[src/rtl/prog_loader_pkg.sv]
// Shared types and constants for the instruction-memory program loader.
package prog_loader_pkg;

  typedef enum logic [2:0] {
    ST_IDLE = 3'd0,
    ST_LEN  = 3'd1,
    ST_DATA = 3'd2,
    ST_CSUM = 3'd3,
    ST_RUN  = 3'd4,
    ST_ERR  = 3'd5
  } state_t;

  localparam int BYTES_PER_WORD = 4;
  localparam int LEN_BYTES      = 4;

  typedef logic [1:0] byte_cnt_t;

endpackage

[src/rtl/prog_loader_word_assembler.sv]
// Big-endian byte-to-word shift register; word_done flags the shift that completes a word.
module prog_loader_word_assembler
  import prog_loader_pkg::*;
(
  input  logic        clk,
  input  logic        rst_n,
  input  logic        clr,
  input  logic        shift,
  input  logic [7:0]  data_byte,
  output logic [31:0] word,
  output logic        word_done
);

  byte_cnt_t   cnt;
  logic [23:0] sh;

  always_ff @(posedge clk or negedge rst_n) begin
    if (!rst_n) begin
      cnt <= '0;
      sh  <= '0;
    end else if (clr) begin
      cnt <= '0;
      sh  <= '0;
    end else if (shift) begin
      cnt <= cnt + 2'd1;
      sh  <= {sh[15:0], data_byte};
    end
  end

  // The incoming byte is combined directly so the full word is usable on its last shift.
  assign word      = {sh, data_byte};
  assign word_done = shift && (cnt == byte_cnt_t'(BYTES_PER_WORD - 1));

endmodule

[src/rtl/prog_loader.sv]
// Loads a length-prefixed, XOR-checksummed byte stream into instruction memory and gates the core.
module prog_loader
  import prog_loader_pkg::*;
#(
  parameter int ADDR_WIDTH = 10,
  parameter int MAX_WORDS  = 1024
) (
  input  logic                  clk,
  input  logic                  rst_n,
  input  logic                  start,
  input  logic                  in_valid,
  input  logic [7:0]            in_data,
  output logic                  in_ready,
  output logic                  mem_wen,
  output logic [ADDR_WIDTH-1:0] mem_addr,
  output logic [31:0]           mem_wdata,
  output logic                  cpu_en,
  output logic                  busy,
  output logic                  done,
  output logic                  error,
  output logic [ADDR_WIDTH:0]   word_count
);

  state_t                state, state_nxt;
  logic                  xfer;
  logic                  asm_clr;
  logic                  asm_shift;
  logic                  word_done;
  logic [31:0]           asm_word;
  logic [31:0]           length;
  logic [ADDR_WIDTH:0]   word_idx;
  logic [7:0]            acc;
  logic                  len_bad;
  logic                  last_word;

  assign in_ready  = (state == ST_LEN) || (state == ST_DATA) || (state == ST_CSUM);
  assign xfer      = in_valid && in_ready;
  assign asm_clr   = start || (state == ST_IDLE);
  // A start coincident with a transfer aborts, so that byte must not reach the assembler.
  assign asm_shift = xfer && !start && ((state == ST_LEN) || (state == ST_DATA));
  assign len_bad   = (asm_word == 32'd0) || (asm_word > 32'(MAX_WORDS));
  assign last_word = (32'(word_idx) + 32'd1) == length;

  prog_loader_word_assembler u_asm (
    .clk       (clk),
    .rst_n     (rst_n),
    .clr       (asm_clr),
    .shift     (asm_shift),
    .data_byte (in_data),
    .word      (asm_word),
    .word_done (word_done)
  );

  always_comb begin
    state_nxt = state;
    if (start) begin
      state_nxt = ST_LEN;
    end else begin
      case (state)
        ST_LEN:  if (word_done) state_nxt = len_bad ? ST_ERR : ST_DATA;
        ST_DATA: if (word_done && last_word) state_nxt = ST_CSUM;
        ST_CSUM: if (xfer) state_nxt = (in_data == acc) ? ST_RUN : ST_ERR;
        default: state_nxt = state;
      endcase
    end
  end

  always_ff @(posedge clk or negedge rst_n) begin
    if (!rst_n) begin
      state      <= ST_IDLE;
      busy       <= 1'b0;
      done       <= 1'b0;
      cpu_en     <= 1'b0;
      error      <= 1'b0;
      mem_wen    <= 1'b0;
      mem_addr   <= '0;
      mem_wdata  <= '0;
      length     <= '0;
      word_idx   <= '0;
      word_count <= '0;
      acc        <= '0;
    end else begin
      state   <= state_nxt;
      busy    <= (state_nxt == ST_LEN) || (state_nxt == ST_DATA) || (state_nxt == ST_CSUM);
      done    <= (state_nxt == ST_RUN);
      cpu_en  <= (state_nxt == ST_RUN);
      error   <= (state_nxt == ST_ERR);
      mem_wen <= 1'b0;
      if (start) begin
        length     <= '0;
        word_idx   <= '0;
        word_count <= '0;
        acc        <= '0;
      end else begin
        if (asm_shift) acc <= acc ^ in_data;
        if ((state == ST_LEN) && word_done) length <= asm_word;
        if ((state == ST_DATA) && word_done) begin
          mem_wen    <= 1'b1;
          mem_addr   <= word_idx[ADDR_WIDTH-1:0];
          mem_wdata  <= asm_word;
          word_idx   <= word_idx + 1'b1;
          word_count <= word_idx + 1'b1;
        end
      end
    end
  end

endmodule

[config.mk]
export PLATFORM = sky130hd
export DESIGN_NAME = prog_loader
export DESIGN_NICKNAME = d
export VERILOG_FILES = /design/src/rtl/prog_loader_pkg.sv /design/src/rtl/prog_loader_word_assembler.sv /design/src/rtl/prog_loader.sv
export SDC_FILE = /design/constraint.sdc
export NUM_CORES = 1
export LEC_CHECK = 0
export BUFFER_PORTS_ARGS = -buffer_cell sky130_fd_sc_hd__buf_4
export CAP_MARGIN = 5
export CORE_UTILIZATION = 40
export DETAILED_ROUTE_END_ITERATION = 7
export GPL_TIMING_DRIVEN = 0
export HOLD_SLACK_MARGIN = 0.12
export PLACE_DENSITY = 0.68
export SETUP_SLACK_MARGIN = 0.3
export SLEW_MARGIN = 10
export SYNTH_ARGS = -nofsm -noshare
export SYNTH_HDL_FRONTEND = slang
export SYNTH_SLANG_ARGS = --single-unit
[constraint.sdc]
create_clock -name clk -period 3.5 [get_ports clk]
set_input_delay 0.175 -clock clk [delete_from_list [all_inputs] [get_ports clk]]
set_output_delay 0.175 -clock clk [all_outputs]
set_load 0.05 [all_outputs]
==> results.py <==
metrics = {
    "outcome": {
        "status": "finished, final reports clean",
    },
    "floorplan": {
        "fp.dieArea_sq_mm": 0.0147,
        "floorplan.initialDensity_pct": 40.9,
        "core_area_sq_mm": 0.0139,
        "die_h_um": 121,
        "core.rowCount": 43,
        "io-pin-count": 71,
        "die_width_um": 121,
    },
    "global_routing": {
        "grt_busiest_layer": "met2",
        "pin_count_of_the_biggest_net_entering_global_routing": 85,
        "use_met2_pct": 29.4,
        "grt_antenna_before_repair": 0,
        "grt_first_pass_wirelength_um": 21800,
        "grt_util_met3_pct": 4.98,
        "track_usage_pct": 19.6,
        "first_global_vias": 4176,
        "grt_use_met1_pct": 26.6,
        "grt_overflow_total": 0,
    },
    "pwr": {
        "p_leak_nw": 3.60,
        "vdd.ir_drop.worst_v": 0.000249,
        "power_mw": 3.97,
        "p_per_area_mw_per_mm2": 553,
    },
    "logic_synthesis": {
        "yosys_most_used_dff": "dfrtp_1",
        "ys_top_cells_by_count": "dfrtp_1, nand2_1, mux2_2",
        "syn-cell-area_sq_mm": 0.00568,
        "synthMostInstantiatedCell": "dfrtp_1",
        "synth_enable_flop_cells": 0,
        "ys_ff_latch": 126,
        "synth_seq_area_share_pct": 55.5,
        "synthDistinctLibCells": 42,
        "synth_top_area_cell": "dfrtp_1",
        "proportion_of_synthesized_flip_flops_having_asynchronous_set_or_reset_pct": 100,
        "synthesis.instances": 506,
        "syn_area_per_cell_sq_um": 11.2,
        "synth.area.top_cells": "dfrtp_1, mux2_2, nand2_1, xor2_1, nand3b_1",
        "net_count_after_synthesis": 520,
        "yosys.area.top_type_share_pct": 55.5,
        "synth_warnings": 0,
    },
    "critical_path": {
        "critPathLaunchType": "flop",
        "arrival_ns": 2.62,
        "crit_type": "reg -> reg",
        "worstPathMaxFanout": 8,
        "setup.reg_to_reg.worst_slack_ns": 1.18,
        "endpoint_kind": "flop",
        "worst-endpoint-required_ns": 3.80,
        "path_buf_inv": 2,
        "critPathTopFamily": "simple AND/OR/NAND/NOR gates",
        "timing.critical_path.cells": "ha_1, buf_2, inv_1, nor4_2, xnor2_1, a21oi_1, nor4b_2, nand2_1, and4_1",
        "worst-path-stages": 9,
        "worstSetupEndpoint": "done",
        "crit-reg2reg-launch": "word_idx[0]",
        "crit_start": "word_idx[0]",
        "slowest_stage": "dfrtp_1",
        "worst_r2r_endpoint": "done",
        "cp_slowest_stage_delay_ns": 0.50,
        "worst_r2r_path_depth": 9,
    },
    "cells_and_area": {
        "fin_nets": 619,
        "drive_gt1_share_pct": 28.0,
        "syn_to_final_growth_pct": 26.4,
        "num_antenna_cells": 0,
        "finalCoreUtilization_pct": 51.7,
    },
    "clocking": {
        "ctsLongestPathBuffers": 2,
        "post_cts.resized_instances": 0,
        "tritoncts": "done",
        "clock_sinks": 126,
        "postCtsSetupRepairBufs": 0,
        "cts.hold.buffers_added": 9,
        "cts_max_level": 4,
        "cts.reportedPaths.clkPinSlew_ns": 0.05,
        "insertion_delay_ns": 0.41,
        "cts_buffers": 17,
        "clockRootBuffer": "clkbuf_16",
    },
    "sta": {
        "timing.final.crit_share_pct": 66.3,
        "final_hold_viol_count": 0,
        "max-slew-margin-rel_pct": 55.8,
        "setup_repair_after_global_routing_missed_its_margin": "no",
        "hold_slack_ns": 0.222,
        "maxClockFrequency_mhz": 431,
        "finalSetupViolations": 0,
        "tightest_slew_ns": 0.661,
        "final_max_slew_viol_count": 0,
        "worst_clock_skew_ns": 0.00804,
        "setup_tns_ns": 0,
        "layout_min_cycle_time_ns": 2.32,
    },
    "drt": {
        "finalWirelength_um": 13200,
        "detailroute.via_count": 4229,
        "postRouteAntennaNets": 0,
        "viasPerCell": 5.30,
        "drc_markers": 0,
        "dr.first_iter.drc_count": 190,
        "dr.pass1.iters": 4,
        "avgRoutedWirePerCell_um": 16.5,
    },
    "run": {
        "drv_cap": 0,
    },
    "worst_hold_path": {
        "hold_path_class": "in -> reg",
    },
    "placed_design": {
        "place_hpwl_um": 9180,
        "gp_congestion": 0.825,
        "placement.io_buffers": 70,
    },
}
[sequential cells by signal, indices dropped and copies added, names as in the netlist]
signal     cells
error          1
busy           1
mem_wen        1
mem_wdata     32
u_asm.cnt      2
length        32
u_asm.sh      24
word_idx      11
mem_addr      10
state          3
done           1
acc            8
[layout make-up]
type / count / area, sq um
multi-input cells: 345 / 2370
clock buffers: 20 / 467
inverters: 6 / 22.5
fillers: 1249 / 6700
well taps: 180 / 225
plain buffers: 29 / 139
clock inverters: 12 / 159
repair buffers: 80 / 647
flip-flops and latches: 126 / 3150
[layout by cell type, fill, tap and decap left out, types with 3 or more instances in the layout]
| cell type | count |
|---|---|
| nor2_1 | 34 |
| buf_2 | 9 |
| dfrtp_1 | 126 |
| nor3_2 | 3 |
| clkbuf_16 | 17 |
| and3_1 | 3 |
| nor4_1 | 12 |
| clkbuf_8 | 3 |
| nand3_1 | 5 |
| mux2_2 | 42 |
| xor2_1 | 27 |
| xnor2_1 | 15 |
| buf_4 | 74 |
| a21oi_1 | 7 |
| clkbuf_1 | 15 |
| bufinv_16 | 3 |
| nor2b_1 | 3 |
| clkinv_4 | 4 |
| nand2b_1 | 4 |
| nand4_1 | 7 |
| nand3b_1 | 30 |
| a31oi_1 | 3 |
| inv_1 | 6 |
| dlygate4sd3_1 | 9 |
| nor3_1 | 6 |
| o21ai_0 | 6 |
| a22o_1 | 25 |
| nand2_1 | 86 |
[metrics by stage]
stage	instances	area, sq um	setup slack, ns
after floorplan	506	5680	1.10
after global placement	756	6430	1.19
after detailed placement	757	6460	1.19
after CTS	798	7180	1.17
after global routing	798	7180	1.05
final	798	7180	1.18
[layer usage]
metal / up-vias / routed length, um
li1: 1965 / -
met1: 2126 / 6010
met2: 112 / 6200
met3: 26 / 671
met4: 0 / 302
met5: - / 0
[how the worst min path moves through the flow]
stage / slack [ns] / end / cells past startpoint / startpoint
finish: 0.22 / state[2] / 3 / in_valid
global route: 0.22 / state[2] / 3 / in_valid
CTS: 0.20 / state[2] / 3 / in_valid
detailed placement: 0.12 / mem_wdata[24] / 1 / rst_n
global placement: 0.46 / length[4] / 3 / in_data[4]
floorplan: -0.12 / acc[0] / 0 / rst_n
[power breakdown]
group	internal [mW]	total, mW	switching (mW)	leakage [nW]
Sequential	1.54	1.63	0.0969	1.74
Clock	1.18	1.82	0.639	0.303
Combinational	0.197	0.523	0.326	1.56
[logic make-up after synthesis]
kind of cell	synth area share (%)
flip-flops	55.5
AND/OR/NAND/NOR	19.6
AO/OA/AOI/OAI	6.49
buffers and inverters	2.84
XOR/XNOR	6.47
adder cells (fa/ha/maj)	0.440
multiplexers	8.67
[tightest hold or removal path, delay by kind of cell]
kind	cells	cell delay, ns
AO/OA/AOI/OAI	2	0.28
buffers and inverters	1	0.11
No activity file was read; power rests on OpenSTA's default activity.
